[src/rtl/gray_ptr_sync.sv]
// gray_ptr_sync
//   Multi-stage synchronizer for a Gray-coded FIFO pointer arriving from
//   another clock domain. Besides the raw synchronized pointer it provides a
//   registered binary copy, a one-cycle change strobe, and a sticky flag for
//   synchronized steps that moved more than one bit. The flag indicates a
//   broken source or a broken crossing. The strobe and the flag only start
//   working once the chain has been flushed of reset values.
//
// Parameters
//   ADDR_SIZE   address bits; pointers are ADDR_SIZE+1 wide (wrap bit on top)
//   STAGES      synchronizer depth, 2..4
// Ports
//   CLK           destination clock, rising edge
//   RST_n         asynchronous active-low reset
//   IN_Address    Gray pointer from the source domain (asynchronous)
//   ERR_Clear     synchronous clear of ERR_MultiBit
//   OUT_Address   synchronized Gray pointer (last stage)
//   OUT_Binary    registered binary form of OUT_Address
//   OUT_Changed   one-cycle strobe when OUT_Binary takes a new value
//   OUT_Valid     high once the chain holds only post-reset samples
//   ERR_MultiBit  sticky multi-bit-step error
module gray_ptr_sync #(
  parameter int ADDR_SIZE = 6,
  parameter int STAGES    = 2
) (
  input  logic                 CLK,
  input  logic                 RST_n,
  input  logic [ADDR_SIZE:0]   IN_Address,
  input  logic                 ERR_Clear,
  output logic [ADDR_SIZE:0]   OUT_Address,
  output logic [ADDR_SIZE:0]   OUT_Binary,
  output logic                 OUT_Changed,
  output logic                 OUT_Valid,
  output logic                 ERR_MultiBit
);

  localparam int W  = ADDR_SIZE + 1;
  localparam int CW = $clog2(STAGES + 2);
  localparam logic [CW-1:0] VCNT = CW'(STAGES + 1);

  if (STAGES < 2 || STAGES > 4) begin : g_bad_stages
    $error("gray_ptr_sync: STAGES must be in 2..4");
  end

  // sync[0] samples the asynchronous input; sync[STAGES-1] is the output.
  logic [STAGES-1:0][W-1:0] sync;
  logic [W-1:0]             prev_gray;
  logic [W-1:0]             diff;
  logic [CW-1:0]            vcnt;
  logic                     multi;

  function automatic logic [W-1:0] gray2bin(input logic [W-1:0] g);
    logic [W-1:0] b;
    b[W-1] = g[W-1];
    for (int i = W - 2; i >= 0; i--)
      b[i] = b[i+1] ^ g[i];
    return b;
  endfunction

  assign OUT_Address = sync[STAGES-1];
  assign OUT_Valid   = (vcnt == VCNT);

  // More than one bit set: clearing the lowest set bit leaves something.
  assign diff  = OUT_Address ^ prev_gray;
  assign multi = (diff & (diff - W'(1))) != '0;

  always_ff @(posedge CLK or negedge RST_n) begin
    if (!RST_n) begin
      sync      <= '0;
      prev_gray <= '0;
    end else begin
      sync      <= {sync[STAGES-2:0], IN_Address};
      prev_gray <= OUT_Address;
    end
  end

  // Counts edges since reset release; the chain is flushed after STAGES+1.
  always_ff @(posedge CLK or negedge RST_n) begin
    if (!RST_n)
      vcnt <= '0;
    else if (vcnt != VCNT)
      vcnt <= vcnt + CW'(1);
  end

  // Data keeps flowing before valid; only the strobe and error are gated.
  always_ff @(posedge CLK or negedge RST_n) begin
    if (!RST_n) begin
      OUT_Binary   <= '0;
      OUT_Changed  <= 1'b0;
      ERR_MultiBit <= 1'b0;
    end else begin
      OUT_Binary  <= gray2bin(OUT_Address);
      OUT_Changed <= OUT_Valid && (diff != '0);
      // A new error outranks a clear issued on the same edge.
      if (OUT_Valid && multi)
        ERR_MultiBit <= 1'b1;
      else if (ERR_Clear)
        ERR_MultiBit <= 1'b0;
    end
  end

endmodule

[config.mk]
export PLATFORM = sky130hd
export DESIGN_NAME = gray_ptr_sync
export DESIGN_NICKNAME = d
export VERILOG_FILES = /design/src/rtl/gray_ptr_sync.sv
export SDC_FILE = /design/constraint.sdc
export NUM_CORES = 1
export LEC_CHECK = 0
export BUFFER_PORTS_ARGS = -buffer_cell sky130_fd_sc_hd__clkbuf_2
export CAP_MARGIN = 20
export CORE_UTILIZATION = 54
export DETAILED_ROUTE_END_ITERATION = 12
export GPL_TIMING_DRIVEN = 1
export PLACE_DENSITY = 0.81
export SETUP_SLACK_MARGIN = 0.5
export SYNTH_ARGS = -nofsm -noshare
export SYNTH_HDL_FRONTEND = slang
export SYNTH_SLANG_ARGS = --single-unit
[constraint.sdc]
create_clock -name CLK -period 2.96 [get_ports CLK]
set_input_delay 0.592 -clock CLK [delete_from_list [all_inputs] [get_ports CLK]]
set_output_delay 0.592 -clock CLK [all_outputs]
set_load 0.05 [all_outputs]
==> flow_summary.json, run 1 <==
{
  "status": "complete, no violations",
  "syn-num-nets": 79,
  "cts_tree": "yes",
  "powerDensity_mw_per_mm2": 704,
  "mostFrequentLayoutCell": "dfrtp_1",
  "clock_latency_ns": 0.31,
  "crit_type": "reg -> out",
  "cp-start-kind": "flip-flop",
  "grt_overflow_total": 0,
  "period_share_pct": 62.3,
  "post_drt_wl_per_cell_um": 11.3,
  "multi_input_area_um2": 255,
  "crit_family": "flip-flops",
  "portBuffers": 26,
  "io_pins": 27,
  "crit_slowest_cell": "dfrtp_1",
  "cpPeakStageDelay_ns": 0.38,
  "dr.pass1.iters": 4,
  "crit_buf_inv": 1,
  "worstSetupPathDepth": 2,
  "fp.dieH_um": 47.1,
  "gp_congestion": 0.708,
  "antenna_cells": 0,
  "rsz0062_at_grt": "false",
  "dp.final_hpwl_um": 1010,
  "routed_wl_um": 1330,
  "fin_skew_ns": 0.00480,
  "fin_cells": 118,
  "die_w_um": 47.1,
  "design_area_mm2": 0.00126,
  "final_cell_mix": "dfrtp_1 (31), clkbuf_2 (26), xnor2_1 (8), clkbuf_4 (5)",
  "nNetsFinal": 104,
  "postCtsSetupBuffers": 0,
  "drv_slew": 0,
  "final-hold-violation-count": 0,
  "clock_path_buffers": 2,
  "endpoint_kind": "output pin",
  "antenna_found_initial": 0,
  "peakVddDrop_mv": 0.526,
  "worst-endpoint-arrival_ns": 1.25,
  "fin_crit_ns": 1.84,
  "cts_buffers": 5,
  "cap_violations": 0,
  "worst_pin_slew_ns": 0.723,
  "layout-drive-gt1-share_pct": 41.9,
  "syn_to_final_growth_pct": 14.4,
  "placementRows": 15,
  "dp_cells": 111,
  "final.fill_count": 139,
  "netlist_area_mm2": 0.00110,
  "grt_pass1_vias": 527,
  "placed_area_mm2": 0.00120,
  "yosysSeqAreaShare_pct": 70.6,
  "fmax_ghz": 0.542,
  "leakage_uw": 0.000599,
  "syn_inst": 68,
  "setup_viol": 0,
  "clkTransAtPathRegs_ns": 0.08,
  "htreeDepth": 2,
  "slew_headroom_pct": 51.8,
  "reg2regPathDepth": 5,
  "required_ns": 2.37,
  "cts_resized": 0,
  "drc": 0,
  "ctsHoldBuffers": 0,
  "fin_tns_setup_ns": 0,
  "grt_pass1_wl_um": 2130,
  "drt_iter0_markers": 7,
  "grt_start_max_net_pins": 32,
  "synth_area_per_cell_um2": 16.2,
  "min_path_type": "in -> async",
  "synth_seq_cells": 31,
  "seq_area_um2": 776,
  "crit_fanout": 5,
  "gr-usage-all-layers_pct": 15.2,
  "vias": 550,
  "clock-sinks": 31,
  "antenna_left": 0,
  "viasPerCell": 4.66,
  "synthDistinctLibCells": 20,
  "dieArea_mm2": 0.00222,
  "clockRootBuffer": "clkbuf_4",
  "coreArea_mm2": 0.00182,
  "yosysWarnings": 0,
  "initial_utilization_pct": 60.3,
  "path_cells": "ha_1 > clkbuf_2"
}
## state kept, by name (all words and copies together) (netlist names)
signal,count
ERR_MultiBit,1
OUT_Binary,7
prev_gray,6
sync,7
vcnt,2
OUT_Address,7
OUT_Changed,1
## cell usage after synthesis
cell / instances / share of area [%]
mux2_2: 1 / 1.0
nand4_1: 1 / 0.57
o21ai_0: 1 / 0.46
inv_1: 2 / 0.68
dfrtp_1: 31 / 71
buf_4: 8 / 5.5
nand2_1: 1 / 0.34
a21o_1: 1 / 0.68
nor2b_1: 1 / 0.57
ha_1: 1 / 1.1
a22oi_1: 1 / 0.68
nor2_1: 1 / 0.34
xnor2_1: 8 / 6.4
o221a_2: 1 / 1.0
a21oi_1: 2 / 0.91
xnor2_2: 2 / 3.0
xor3_2: 1 / 2.3
xor2_2: 1 / 1.5
xor2_1: 2 / 1.6
o22a_1: 1 / 0.80
## where the power goes
group          switching, µW  internal (µW)  leakage, µW
sequential              16.4            457     0.000350
combinational            131           50.1     0.000215
clock                    121            110    0.0000341
## logic make-up (layout without fill, tap and decap cells)
| group | after synthesis | in the layout | synth area share, % |
|---|---|---|---|
| AND/OR/NAND/NOR | 4 | 4 | 1.82 |
| flip-flops | 31 | 31 | 70.6 |
| multiplexers | 1 | 1 | 1.02 |
| AO/OA/AOI/OAI | 7 | 7 | 4.56 |
| buffers and inverters | 10 | 35 | 6.15 |
| adder cells (fa/ha/maj) | 1 | 1 | 1.14 |
| XOR/XNOR | 14 | 14 | 14.7 |
## layer usage
metal | wire [µm] | part of all wire (%) | vias up | track usage [%]
li1 | - | - | 261 | -
met1 | 514 | 39 | 268 | 18.3
met2 | 718 | 54 | 21 | 22.8
met3 | 96 | 7.2 | 0 | 9.23
met4 | 0 | 0 | 0 | 5.14
met5 | 0 | 0 | - | 0
## per-stage QoR
stage	utilization, %	setup WS (ns)	hold WS (ns)	total power [µW]
2_1_floorplan	-	1.39	0.296	626
3_5_place_dp	65.9	1.31	0.337	665
5_1_grt	69.0	1.03	0.354	931
6_report	69.0	1.12	0.323	885
4_1_cts	69.0	1.09	0.329	898
3_3_place_gp	65.9	1.36	0.332	662
## worst reg2reg max path, stage by stage, from the launching register on
cell and delay [ns]:
dfrtp_1 0.46, xor3_2 0.44, xor2_2 0.18, xnor2_2 0.16, xnor2_2 0.15, xor2_1 0.14
## final cells by class
class / count / area share (%)
Clock buffer: 6 / 4.08
Timing Repair Buffer: 26 / 10.4
Tap cell: 25 / 2.49
Clock inverter: 1 / 0.398
Sequential cell: 31 / 61.8
Inverter: 2 / 0.598
Multi-Input combinational cell: 27 / 20.3
## final timing paths
kind / from / to / slack (ns)
max in group asynchronous: RST_n / prev_gray[0] / 2.17
min in group CLK: sync[0] / OUT_Address[0] / 0.36
min reg2reg: sync[0] / OUT_Address[0] / 0.36
max: vcnt[0] / OUT_Valid / 1.12
max reg2reg: OUT_Address[5] / OUT_Binary[0] / 1.31
min: RST_n / vcnt[0] / 0.32
Power figures use the tool's default switching activity.
==> inputs of run 2 (changes only) <==
--- a/config.mk
+++ b/config.mk
@@ -7,10 +7,10 @@
 export LEC_CHECK = 0
 export BUFFER_PORTS_ARGS = -buffer_cell sky130_fd_sc_hd__clkbuf_2
 export CAP_MARGIN = 20
-export CORE_UTILIZATION = 54
+export CORE_UTILIZATION = 45
 export DETAILED_ROUTE_END_ITERATION = 12
 export GPL_TIMING_DRIVEN = 1
-export PLACE_DENSITY = 0.81
+export PLACE_DENSITY = 0.72
 export SETUP_SLACK_MARGIN = 0.5
 export SYNTH_ARGS = -nofsm -noshare
 export SYNTH_HDL_FRONTEND = slang
==> constraint.sdc (replaced) <==
create_clock -name CLK -period 1.55 [get_ports CLK]
set_input_delay 0.31 -clock CLK [delete_from_list [all_inputs] [get_ports CLK]]
set_output_delay 0.31 -clock CLK [all_outputs]
set_load 0.05 [all_outputs]
==> run 2 against run 1 <==
The run now ends with setup timing left; first-iteration DRC count shrank 71%; design area grew 37%; utilization grew 7.1 points; largest power group unchanged; routed wire length grew 42%; hold slack lost 0.29 ns; clock power grew 86%; flip-flop and latch count is the same; critical path type is now reg -> reg.
==> flow_summary.json, run 2 (synthesized netlist as in run 1, its figures left out) <==
{
  "fin_cells": 137,
  "crit_type": "reg -> reg",
  "setup_viol": 2,
  "gr-usage-all-layers_pct": 17.5,
  "clock_latency_ns": 0.32,
  "routed_wl_um": 1890,
  "hold_ws_ns": 0.0351,
  "grt_overflow_total": 0,
  "viasPerCell": 4.72,
  "final.fill_count": 148,
  "placementRows": 17,
  "final-hold-violation-count": 0,
  "drv_slew": 0,
  "final_cell_mix": "dfrtp_1 (27), buf_4 (11), buf_8 (10), clkbuf_2 (9)",
  "fin_crit_ns": 1.57,
  "path_cells": "xor3_2 > xor2_2 > xnor2_2 > xnor2_2 > xor2_1",
  "fin_ws_ns": -0.0238,
  "drt_iter0_markers": 2,
  "vias": 647,
  "grt_start_max_net_pins": 32,
  "seq_area_um2": 781,
  "gp_congestion": 0.649,
  "critPathCapture": "OUT_Binary[0]",
  "syn_to_final_growth_pct": 56.3,
  "slew_headroom_pct": 50.4,
  "period_share_pct": 102,
  "crit_top_cell": "xnor2_2",
  "r2r-end": "OUT_Binary[0]",
  "layout-drive-gt1-share_pct": 62.4,
  "antenna_found_initial": 0,
  "cap_violations": 0,
  "fin_skew_ns": 0.00713,
  "crit_path_start": "OUT_Address[6]",
  "required_ns": 1.77,
  "dp.final_hpwl_um": 1080,
  "crit_buf_inv": 0,
  "clockRootBuffer": "clkbuf_4",
  "die_w_um": 51.4,
  "mostFrequentLayoutCell": "dfrtp_1",
  "io_pins": 27,
  "powerDensity_mw_per_mm2": 1090,
  "post_drt_wl_per_cell_um": 13.8,
  "peakVddDrop_mv": 0.908,
  "rsz0062_at_grt": "true",
  "nNetsFinal": 119,
  "coreArea_mm2": 0.00225,
  "grt_pass1_vias": 685,
  "min_path_type": "in -> async",
  "clkTransAtPathRegs_ns": 0.09,
  "antenna_left": 0,
  "antenna_cells": 0,
  "multi_input_area_um2": 345,
  "grt_pass1_wl_um": 3070,
  "fp.dieH_um": 51.4,
  "dieArea_mm2": 0.00264,
  "reg2regPathDepth": 5,
  "crit_slowest_cell": "xor3_2",
  "worst-endpoint-arrival_ns": 1.79,
  "endpoint_kind": "flip-flop",
  "cp-start-kind": "flip-flop",
  "clock-sinks": 31,
  "leakage_uw": 0.000804,
  "drc": 0,
  "fin_tns_setup_ns": -0.0277,
  "cts_tree": "yes",
  "cts_buffers": 5,
  "fmax_ghz": 0.635,
  "cpPeakStageDelay_ns": 0.41,
  "r2r_slack_ns": -0.02,
  "crit_fanout": 2,
  "dp_cells": 117,
  "crit_family": "XOR/XNOR gates",
  "clock_path_buffers": 2,
  "worstSetupPathDepth": 5,
  "initial_utilization_pct": 48.7,
  "portBuffers": 26,
  "violations": "setup timing",
  "worst_pin_slew_ns": 0.744,
  "status": "finished with violations",
  "worstReg2RegStart": "OUT_Address[6]",
  "dr.pass1.iters": 2,
  "fin_util_pct": 76.1,
  "htreeDepth": 2
}
==> run 2: worst min-delay path by stage <==
stage	from	endpoint	slack [ns]	depth (start not counted)
floorplan	RST_n	ERR_MultiBit	0.01	0
global placement	sync[5]	OUT_Address[5]	0.33	0
detailed placement	sync[6]	OUT_Address[6]	0.34	0
CTS	RST_n	vcnt[0]	0.04	1
global route	RST_n	vcnt[0]	0.06	1
finish	RST_n	vcnt[0]	0.04	1
==> run 2: worst reg2reg max path: cells and delay by family (launching register included) <==
| family | cells | cell delay (ns) |
|---|---|---|
| xor gates and xnor gates | 5 | 1.06 |
| DFF | 1 | 0.40 |
==> run 2: layer usage <==
metal	vias up	GRT usage, %	wire (µm)
met3	2	8.04	108
met5	-	0	0
met1	327	17.3	646
li1	295	-	-
met2	23	31.4	1110
met4	0	6.76	23
==> run 2: final cells by class <==
class,instances,area share (%)
sequential,31,45.5
clock buffer,7,2.62
inverter,2,0.437
tap,28,2.04
multi-input combinational,27,20.1
timing repair buffer,41,29.0
clock inverter,1,0.292
==> run 2: metrics by stage <==
stage	cell area [µm²]	setup slack, ns	total power (µW)
final	1720	-0.0238	1860
after CTS	1640	-0.0342	1840
after detailed placement	1280	-0.0322	1290
after floorplan	1150	-0.0163	1210
after global routing	1720	-0.115	1950
after global placement	1280	0.0226	1280
==> run 2: where the power goes <==
part	internal, µW	switching (µW)
sequential	874	49.1
clock	176	252
combinational	237	275
total	1290	576
==> run 2: what timing repair did <==
action,4_1_cts,5_1_grt
endpoints found under the setup margin,23,24
gates resized for setup,46,20
buffers inserted,9,3
gates cloned,0,0
hold endpoints to repair,0,0
pin swaps,5,2
hold buffers,0,0
